--- src/rtl/if_fetch_unit.sv ---
// if_fetch_unit: instruction-fetch front end feeding the IF/ID register.
// Owns the fetch PC and issues one request at a time over a req/gnt + rvalid
// instruction-memory interface. Returned words are held in a 2-entry FIFO so
// decode stalls never lose a response. An EX redirect flushes the FIFO and
// squashes any in-flight fetch.
//
// Ports:
//   clk, rst_n        clock, synchronous active-low reset
//   imem_req/addr     fetch request and word-aligned address (combinational)
//   imem_gnt          memory accepts the request this cycle
//   imem_rvalid/rdata response word
//   redirect_valid/pc EX redirect (taken branch / jal / jalr) and its target
//   stall_IF          hazard unit: hold the head entry
//   INST_IF, PC_IF, PC_plus_4_IF, inst_valid_IF
//                     head of the FIFO, combinational; NOP/0/0/0 when empty
module if_fetch_unit #(
  parameter int unsigned                INST_WIDTH      = 32,
  parameter int unsigned                INST_ADDR_WIDTH = 32,
  parameter logic [INST_ADDR_WIDTH-1:0] RESET_PC        = '0,
  parameter logic [INST_WIDTH-1:0]      NOP_INST        = INST_WIDTH'(32'h0000_0013)
) (
  input  logic                       clk,
  input  logic                       rst_n,
  output logic                       imem_req,
  output logic [INST_ADDR_WIDTH-1:0] imem_addr,
  input  logic                       imem_gnt,
  input  logic                       imem_rvalid,
  input  logic [INST_WIDTH-1:0]      imem_rdata,
  input  logic                       redirect_valid,
  input  logic [INST_ADDR_WIDTH-1:0] redirect_pc,
  input  logic                       stall_IF,
  output logic [INST_WIDTH-1:0]      INST_IF,
  output logic [INST_ADDR_WIDTH-1:0] PC_IF,
  output logic [INST_ADDR_WIDTH-1:0] PC_plus_4_IF,
  output logic                       inst_valid_IF
);

  localparam int unsigned AW = INST_ADDR_WIDTH;
  localparam int unsigned IW = INST_WIDTH;

  localparam logic [AW-1:0] PC_STEP    = AW'(4);
  localparam logic [AW-1:0] ALIGN_MASK = ~AW'(3);

  typedef enum logic [1:0] {
    S_REQ  = 2'd0,  // no request outstanding
    S_WAIT = 2'd1,  // request granted, response will be kept
    S_DROP = 2'd2   // request granted, response will be discarded
  } state_t;

  state_t           r_state;
  state_t           w_state_nxt;

  logic [AW-1:0]    r_fetch_pc;
  logic [AW-1:0]    r_pend_pc;

  logic [IW-1:0]    r_fifo_inst [2];
  logic [AW-1:0]    r_fifo_pc   [2];
  logic [1:0]       r_count;
  logic             r_rd_ptr;
  logic             r_wr_ptr;

  logic             w_req;
  logic             w_grant;
  logic             w_push;
  logic             w_pop;
  logic             w_valid;

  // Request only with room for the response, so the FIFO can never overflow.
  assign w_req   = rst_n & (r_state == S_REQ) & (r_count <= 2'd1) & ~redirect_valid;
  assign w_grant = w_req & imem_gnt;

  // A redirect squashes the response arriving in the same cycle.
  assign w_push  = (r_state == S_WAIT) & imem_rvalid & ~redirect_valid;
  assign w_valid = rst_n & (r_count != 2'd0);
  assign w_pop   = w_valid & ~stall_IF & ~redirect_valid;

  assign imem_req  = w_req;
  assign imem_addr = r_fetch_pc & ALIGN_MASK;

  // Head of FIFO presented combinationally to decode.
  assign inst_valid_IF = w_valid;
  assign INST_IF       = w_valid ? r_fifo_inst[r_rd_ptr] : NOP_INST;
  assign PC_IF         = w_valid ? r_fifo_pc[r_rd_ptr] : '0;
  assign PC_plus_4_IF  = w_valid ? (r_fifo_pc[r_rd_ptr] + PC_STEP) : '0;

  // State register.
  always_ff @(posedge clk) begin
    if (!rst_n) begin
      r_state <= S_REQ;
    end else begin
      r_state <= w_state_nxt;
    end
  end

  // Next-state logic.
  always_comb begin
    w_state_nxt = r_state;
    case (r_state)
      S_REQ: begin
        if (w_grant) begin
          w_state_nxt = S_WAIT;
        end
      end
      S_WAIT: begin
        // A redirect with no response yet leaves a stale word to swallow.
        if (imem_rvalid) begin
          w_state_nxt = S_REQ;
        end else if (redirect_valid) begin
          w_state_nxt = S_DROP;
        end
      end
      S_DROP: begin
        if (imem_rvalid) begin
          w_state_nxt = S_REQ;
        end
      end
      default: w_state_nxt = S_REQ;
    endcase
  end

  // Fetch PC, pending PC and FIFO bookkeeping.
  always_ff @(posedge clk) begin
    if (!rst_n) begin
      r_fetch_pc <= RESET_PC;
      r_pend_pc  <= '0;
      r_count    <= 2'd0;
      r_rd_ptr   <= 1'b0;
      r_wr_ptr   <= 1'b0;
    end else begin
      if (w_grant) begin
        r_pend_pc <= r_fetch_pc;
      end
      if (redirect_valid) begin
        r_fetch_pc <= redirect_pc & ALIGN_MASK;
        r_count    <= 2'd0;
        r_rd_ptr   <= 1'b0;
        r_wr_ptr   <= 1'b0;
      end else begin
        if (w_push) begin
          a_no_overflow: assert (r_count != 2'd2);
          r_fetch_pc <= r_pend_pc + PC_STEP;
          r_wr_ptr   <= ~r_wr_ptr;
        end
        if (w_pop) begin
          r_rd_ptr <= ~r_rd_ptr;
        end
        case ({w_push, w_pop})
          2'b10:   r_count <= r_count + 2'd1;
          2'b01:   r_count <= r_count - 2'd1;
          default: r_count <= r_count;
        endcase
      end
    end
  end

  // FIFO storage; contents are only observed while the entry is counted valid.
  always_ff @(posedge clk) begin
    if (w_push) begin
      r_fifo_inst[r_wr_ptr] <= imem_rdata;
      r_fifo_pc[r_wr_ptr]   <= r_pend_pc;
    end
  end

endmodule

--- config.mk ---
export PLATFORM = sky130hd
export DESIGN_NAME = if_fetch_unit
export DESIGN_NICKNAME = d
export VERILOG_FILES = /design/src/rtl/if_fetch_unit.sv
export SDC_FILE = /design/constraint.sdc
export NUM_CORES = 1
export LEC_CHECK = 0
export CORE_AREA = 10 10 151 209
export CTS_BUF_LIST = sky130_fd_sc_hd__clkbuf_16
export CTS_CLUSTER_SIZE = 24
export DETAILED_ROUTE_END_ITERATION = 6
export DIE_AREA = 0 0 161 219
export GPL_TIMING_DRIVEN = 0
export PLACE_DENSITY = 0.6
export RECOVER_POWER = 25
export SLEW_MARGIN = 20
export SYNTH_ARGS = -nofsm -noshare
export SYNTH_HDL_FRONTEND = slang
export SYNTH_SLANG_ARGS = --single-unit
--- constraint.sdc ---
create_clock -name clk -period 5.3 [get_ports clk]
set_input_delay 0.53 -clock clk [delete_from_list [all_inputs] [get_ports clk]]
set_output_delay 0.53 -clock clk [all_outputs]
set_load 0.005 [all_outputs]
==> results.tsv, run 1 <==
stage	metric	value	unit
status	outcome	completed	
clock_tree	clk sinks	199	
logic_synthesis	Post-synth ARST share	0	
clock_tree	total CTS buffers	17	
setup_path	R2R setup slack	2610	ps
placed_design	Inst Count DP	1472	
final_layout	Final Core Density	0.458	
clock_tree	postcts setup bufs	0	
clock_tree	clk slew on worst S/H paths	70	ps
placed_design	placed cell area	12000	sq um
setup_path	top cell family by delay on the critical path	buffers and inverters	
timing	clock period minus worst slack	4060	ps
power	VDD IR max	0.211	mV
placed_design	Final GP Congestion	0.873	
setup_path	crit path cell chain	buf_6 > mux2i_1 > inv_1 > ha_1 > inv_1 > nor4_4 > nand4_2 > buf_6 > o21a_1 > nor3_1 > clkdlybuf4s50_1	
grt	initial antenna violation count	0	
die	die height	219	microns
timing	Slew Limit Fails	0	
die	Die Width	161	microns
clock_tree	clk buf depth	2	
logic_synthesis	sequential area share after synthesis	0.554	
logic_synthesis	top cells by area, synth	edfxtp_1 (40%), dfxtp_1 (15%), mux2i_1 (6.6%)	
drt	remaining antenna violation count	0	
clock_tree	CTS tree	yes	
power	pwr/cell area	255	nW/um^2
final_layout	most frequent cells in the layout	clkdlybuf4s50_1 (169), edfxtp_1 (128), nor2_1 (103)	
grt	first-pass GRT wire length	43.1	mm
final_layout	Layout Nets	1196	
setup_path	FF-to-FF End	r_fifo_inst[0][6]$_DFFE_PP_	
clock_tree	post_cts resized	0	
placed_design	number of I/O port buffers	195	
power	total power	3.22	mW
setup_path	CP arrival	3530	ps
drt	drt first-iter violations	485	
final_layout	area grow syn2layout	32.8	%
logic_synthesis	Synth Instances	903	
grt	largest net degree at the start of global routing	45	
drt	wire length per cell	18.6	microns
final_layout	share of cells above drive strength 1	0.0926	
final_layout	design area	12600	sq um
clock_tree	Post-CTS Hold Buffers	0	
final_layout	Ant. Diodes	0	
setup_path	data required time at the worst endpoint	4770	ps
logic_synthesis	Synth Warn #	0	
placed_design	HPWL after DPL	21.8	mm
setup_path	Worst setup EP type	primary output	
timing	pin slew with the least headroom to its limit	766	ps
logic_synthesis	Cell Area, Synth	9510	sq um
setup_path	Crit Reg-Reg Startpoint	r_state[0]$_SDFFE_PN0P_	
die	die footprint	35300	sq um
drt	via count	7316	
logic_synthesis	area share of the largest cell type after synthesis	0.404	
timing	RSZ-0062 raised after global routing	false	
logic_synthesis	Synth area leader	edfxtp_1	
power	LEAKAGE	4.12	nW
setup_path	Reg2Reg Depth	5	
timing	Slew HR	0.488	
clock_tree	Skew-Pair Late Insertion Delay	440	ps
drt	DR pass1 iterations	5	
drt	final WL	27.9	mm
drt	Via density	4.86	
setup_path	crit-path max cell delay	600	ps
drt	Residual DRC	0	
setup_path	Critical path destination	PC_plus_4_IF[22]	
die	area of the core	27600	sq um
final_layout	commonest non-fill, non-tap cell in the layout	clkdlybuf4s50_1	
clock_tree	H-tree depth	4	
setup_path	WP depth	11	
logic_synthesis	Seq cells post-synth	199	
clock_tree	CTS root buffer	clkbuf_16	
grt	GRT Total Usage	0.156	
timing	Fmax achieved	246	MHz
final_layout	fin cells	1504	
timing	Tcrit/Tclk final	0.767	
logic_synthesis	Post-synth EDFFs	128	
grt	Overflow after GRT	0	
final_layout	fillcell total	2650	
logic_synthesis	syn avg cell area	10.5	sq um
logic_synthesis	Synth Flop Type	edfxtp_1	
logic_synthesis	Unique masters post-synth	58	
min_path	Hold Crit Class	reg -> reg	
setup_path	slowest library cell on the worst path	nor4_4	
timing	Final Hold Vio Count	0	
die	row count	72	
setup_path	critical path type	reg -> out	
grt	vias in the first global route	7488	
die	Initial Util	0.345	
min_path	Hold Path Origin	r_fetch_pc[0]$_SDFFE_PP0P_	
setup_path	crit path max fanout	10	
setup_path	crit start category	register	
die	I/O pin count	200	
timing	Final TNS setup	0	ps
setup_path	WP buf/inv	5	
timing	clk_skew	13.8	ps
run	Max Cap Viol	0	
timing	# setup viols final	0	
Yosys cell counts, drive strengths merged, types with 4 or more instances:
| cell | count |
|---|---|
| a211oi | 5 |
| a21oi | 75 |
| a221oi | 5 |
| a31oi | 4 |
| and2 | 7 |
| and3 | 22 |
| and4 | 4 |
| buf | 59 |
| clkbuf | 32 |
| dfxtp | 71 |
| edfxtp | 128 |
| ha | 5 |
| inv | 14 |
| mux2i | 65 |
| nand2 | 100 |
| nand2b | 5 |
| nand3 | 22 |
| nand3b | 9 |
| nand4 | 17 |
| nor2 | 104 |
| nor3 | 31 |
| nor4 | 15 |
| o21a | 10 |
| o21ai | 21 |
| o22ai | 6 |
| o31a | 10 |
| xnor2 | 22 |
| xor2 | 11 |
per-stage QoR:
stage,worst slack [ps],hold slack (ps)
floorplan,1110,420
global placement,-1730,427
detailed placement,1130,441
CTS,1130,458
global route,980,471
finish,1240,455
flip-flops by register name, indices dropped and copies added, names as in the netlist, named ones only:
register / count
r_fifo_inst: 64
r_fifo_pc: 64
r_fetch_pc: 32
r_pend_pc: 32
r_count: 2
r_state: 2
r_rd_ptr: 1
r_wr_ptr: 1
worst register-to-register path, stage by stage, from the launching register on:
cell and delay (ps):
dfxtp_1 420, nand3b_1 200, nor2_1 520, inv_1 310
nor2_4 660, buf_12 270
layer usage:
layer / wire length [microns] / vias to the layer above / global-route usage
li1: - / 3648 / -
met3: 1470 / 31 / 0.0318
met5: 0 / - / 0
met4: 782 / 0 / 0.0617
met1: 11000 / 3427 / 0.173
met2: 14600 / 210 / 0.286
worst min-delay path by stage:
| stage | endpoint | depth (start not counted) |
|---|---|---|
| 3_5_place_dp | r_fifo_pc[1][22]$_DFFE_PP_ | 0 |
| 4_1_cts | r_pend_pc[0]$_SDFFE_PN0P_ | 2 |
| 2_1_floorplan | r_fifo_pc[0][4]$_DFFE_PP_ | 0 |
| 6_report | r_pend_pc[0]$_SDFFE_PN0P_ | 2 |
| 5_1_grt | r_fifo_pc[1][22]$_DFFE_PP_ | 0 |
| 3_3_place_gp | r_fifo_pc[0][4]$_DFFE_PP_ | 0 |
layout make-up:
cell class / count / area, sq um / share of cell area
tap: 370 / 463 / 0.0367
multi-input combinational: 599 / 3660 / 0.290
inverter: 15 / 56.3 / 0.00446
buffer: 91 / 541 / 0.0428
clock buffer: 20 / 500 / 0.0396
sequential: 199 / 5270 / 0.417
timing repair buffer: 198 / 2030 / 0.160
clock inverter: 12 / 115 / 0.00911
report_power, final:
part,switching [mW],internal (mW)
sequential,0.0213,1.66
clock,0.616,0.709
combinational,0.0960,0.119
total,0.733,2.49
kinds of logic after synthesis:
group / after synthesis / share of synthesized area
and+or+nand+nor: 347 / 0.179
xor gates and xnor gates: 33 / 0.0304
AOI/OAI and AO/OA: 147 / 0.0982
DFF: 199 / 0.554
muxes: 65 / 0.0692
other: 1 / 0.000394
buffers and inverters: 106 / 0.0628
adders and majority gates: 5 / 0.00658
Power figures use the tool's default switching activity.
==> inputs of run 2 (changes only) <==
Clock period 5.3 ns to 4 ns, I/O delays scaled along.
==> run 2 against run 1 <==
Die area did not move; sequential power up 33%; final area hardly changed; clock power grew 23%; flip-flop and latch count is the same; sequential share of layout area about the same; hold slack worse by 5.1 ps; register-to-register slack worse by 1300 ps; utilization is essentially flat; combinational power increased by 32%; critical path type is now in -> out; critical endpoint is now PC_plus_4_IF[1]; largest power group unchanged.
==> results.tsv, run 2 (synthesis results as in run 1) <==
stage	metric	value	unit	change
placed_design	number of I/O port buffers	195		unchanged
setup_path	crit start category	input pin		
min_path	sink of the worst hold path	r_fifo_pc[1][4]$_DFFE_PP_		
setup_path	Crit Reg-Reg Startpoint	r_state[0]$_SDFFE_PN0P_		
clock_tree	clk slew on worst S/H paths	70	ps	about the same
setup_path	Worst Setup SP	rst_n		
timing	Fmax achieved	266	MHz	
clock_tree	postcts setup bufs	0		unchanged
min_path	Cells on Worst Hold Path	0		-2
timing	Slew Limit Fails	0		unchanged
die	area of the core	27600	sq um	unchanged
die	I/O pin count	200		unchanged
final_layout	most frequent cells in the layout	clkdlybuf4s50_1 (163), edfxtp_1 (128), nor2_1 (103)		
drt	final WL	28.0	mm	+0.47%
timing	Tcrit/Tclk final	0.940		
placed_design	HPWL after DPL	21.8	mm	about the same
setup_path	FF-to-FF End	r_fifo_inst[1][7]$_DFFE_PP_		
status	outcome	completed		
die	Initial Util	0.345		unchanged
drt	Via density	4.94		+1.5%
timing	clk_skew	12.0	ps	-1.85 ps
grt	Overflow after GRT	0		unchanged
die	Die Width	161	microns	unchanged
final_layout	share of cells above drive strength 1	0.0925		about the same
drt	drt first-iter violations	516		+6.4%
clock_tree	Skew-Pair Late Insertion Delay	440	ps	about the same
drt	via count	7438		+1.7%
placed_design	Final GP Congestion	0.885		+1.4%
timing	Final TNS setup	0	ps	unchanged
setup_path	data required time at the worst endpoint	3600	ps	-1170 ps
die	die height	219	microns	unchanged
timing	Hold WS	450	ps	-5.11 ps
drt	remaining antenna violation count	0		unchanged
setup_path	CP arrival	3360	ps	-170 ps
final_layout	Layout Nets	1197		+0.084%
power	total power	4.15	mW	+29%
die	row count	72		unchanged
drt	wire length per cell	18.6	microns	+0.33%
grt	vias in the first global route	7496		+0.11%
clock_tree	Post-CTS Hold Buffers	0		unchanged
final_layout	Largest regs	r_fifo_inst (64), r_fifo_pc (64)		
clock_tree	H-tree depth	4		unchanged
final_layout	design area	12600	sq um	about the same
timing	pin slew with the least headroom to its limit	752	ps	-13.6 ps
run	Max Cap Viol	0		unchanged
setup_path	Worst setup EP type	primary output		
clock_tree	clk buf depth	2		unchanged
final_layout	area grow syn2layout	32.8	%	about the same
clock_tree	CTS tree	yes		
setup_path	critical path type	in -> out		
grt	GRT Total Usage	0.155		-0.00152
min_path	Hold Path Origin	r_pend_pc[4]$_SDFFE_PN0P_		
setup_path	crit path max fanout	10		unchanged
grt	initial antenna violation count	1		+1
timing	Slew HR	0.499		+0.0103
power	VDD IR max	0.296	mV	+41%
final_layout	commonest non-fill, non-tap cell in the layout	clkdlybuf4s50_1		
die	die footprint	35300	sq um	unchanged
timing	# setup viols final	0		unchanged
power	LEAKAGE	4.09	nW	-0.55%
clock_tree	CTS root buffer	clkbuf_16		
timing	RSZ-0062 raised after global routing	true		
timing	Final Hold Vio Count	0		unchanged
min_path	Hold Crit Class	reg -> reg		
setup_path	Reg2Reg Depth	5		unchanged
placed_design	placed cell area	12000	sq um	+0.29%
drt	DR pass1 iterations	5		unchanged
timing	clock period minus worst slack	3760	ps	
clock_tree	total CTS buffers	17		unchanged
setup_path	R2R setup slack	1350	ps	-1260 ps
power	pwr/cell area	328	nW/um^2	+29%
grt	first-pass GRT wire length	42.5	mm	-1.3%
grt	largest net degree at the start of global routing	41		-8.9%
drt	Residual DRC	0		unchanged
clock_tree	post_cts resized	0		unchanged
clock_tree	clk sinks	199		unchanged
run 2: per-layer routing:
layer | vias to the layer above | share of wire | GRT usage
met1 | 3519 | 0.40 | 0.170
met4 | 0 | 0.025 | 0.0602
met5 | - | 0 | 0
li1 | 3661 | - | -
met3 | 39 | 0.048 | 0.0337
met2 | 219 | 0.53 | 0.283
run 2: cell type report:
cell class / instances / area [sq um]
repair buffers: 199 / 2060
plain buffers: 91 / 541
diodes: 1 / 2.50
flip-flops and latches: 199 / 5270
clock buffers: 17 / 425
fillers: 2668 / 14900
clock inverters: 15 / 143
well taps: 370 / 463
multi-input cells: 599 / 3670
inverters: 15 / 56.3
run 2: where the power goes:
part | switching [mW] | internal [mW] | total (mW) | leakage [nW]
Combinational | 0.128 | 0.157 | 0.284 | 2.20
Clock | 0.809 | 0.822 | 1.63 | 0.268
Sequential | 0.0283 | 2.20 | 2.23 | 1.63
run 2: how the worst max path moves through the flow:
| stage | to | slack, ps | cells past startpoint |
|---|---|---|---|
| after detailed placement | PC_plus_4_IF[1] | 160 | 8 |
| final | PC_plus_4_IF[1] | 240 | 8 |
| after floorplan | r_fifo_inst[1][0]$_DFFE_PP_ | 910 | 4 |
| after global routing | PC_plus_4_IF[0] | -2 | 9 |
| after global placement | r_fifo_inst[0][7]$_DFFE_PP_ | -1170 | 5 |
| after CTS | PC_plus_4_IF[22] | 70 | 11 |
run 2: worst max-delay path, stage by stage:
cell	delay, ps
clkdlybuf4s50_1	650
nand2b_1	210
clkbuf_1	380
clkbuf_1	550
buf_1	440
nor2_1	130
buf_4	150
clkdlybuf4s50_1	430
run 2: metrics by stage:
| stage | cells | utilization | setup slack (ps) |
|---|---|---|---|
| finish | 1506 | 0.458 | 239 |
| global route | 1506 | 0.458 | -1.66 |
| CTS | 1505 | 0.458 | 71.0 |
| detailed placement | 1473 | 0.437 | 161 |
| global placement | 1469 | 0.433 | -1170 |
| floorplan | 904 | - | 911 |
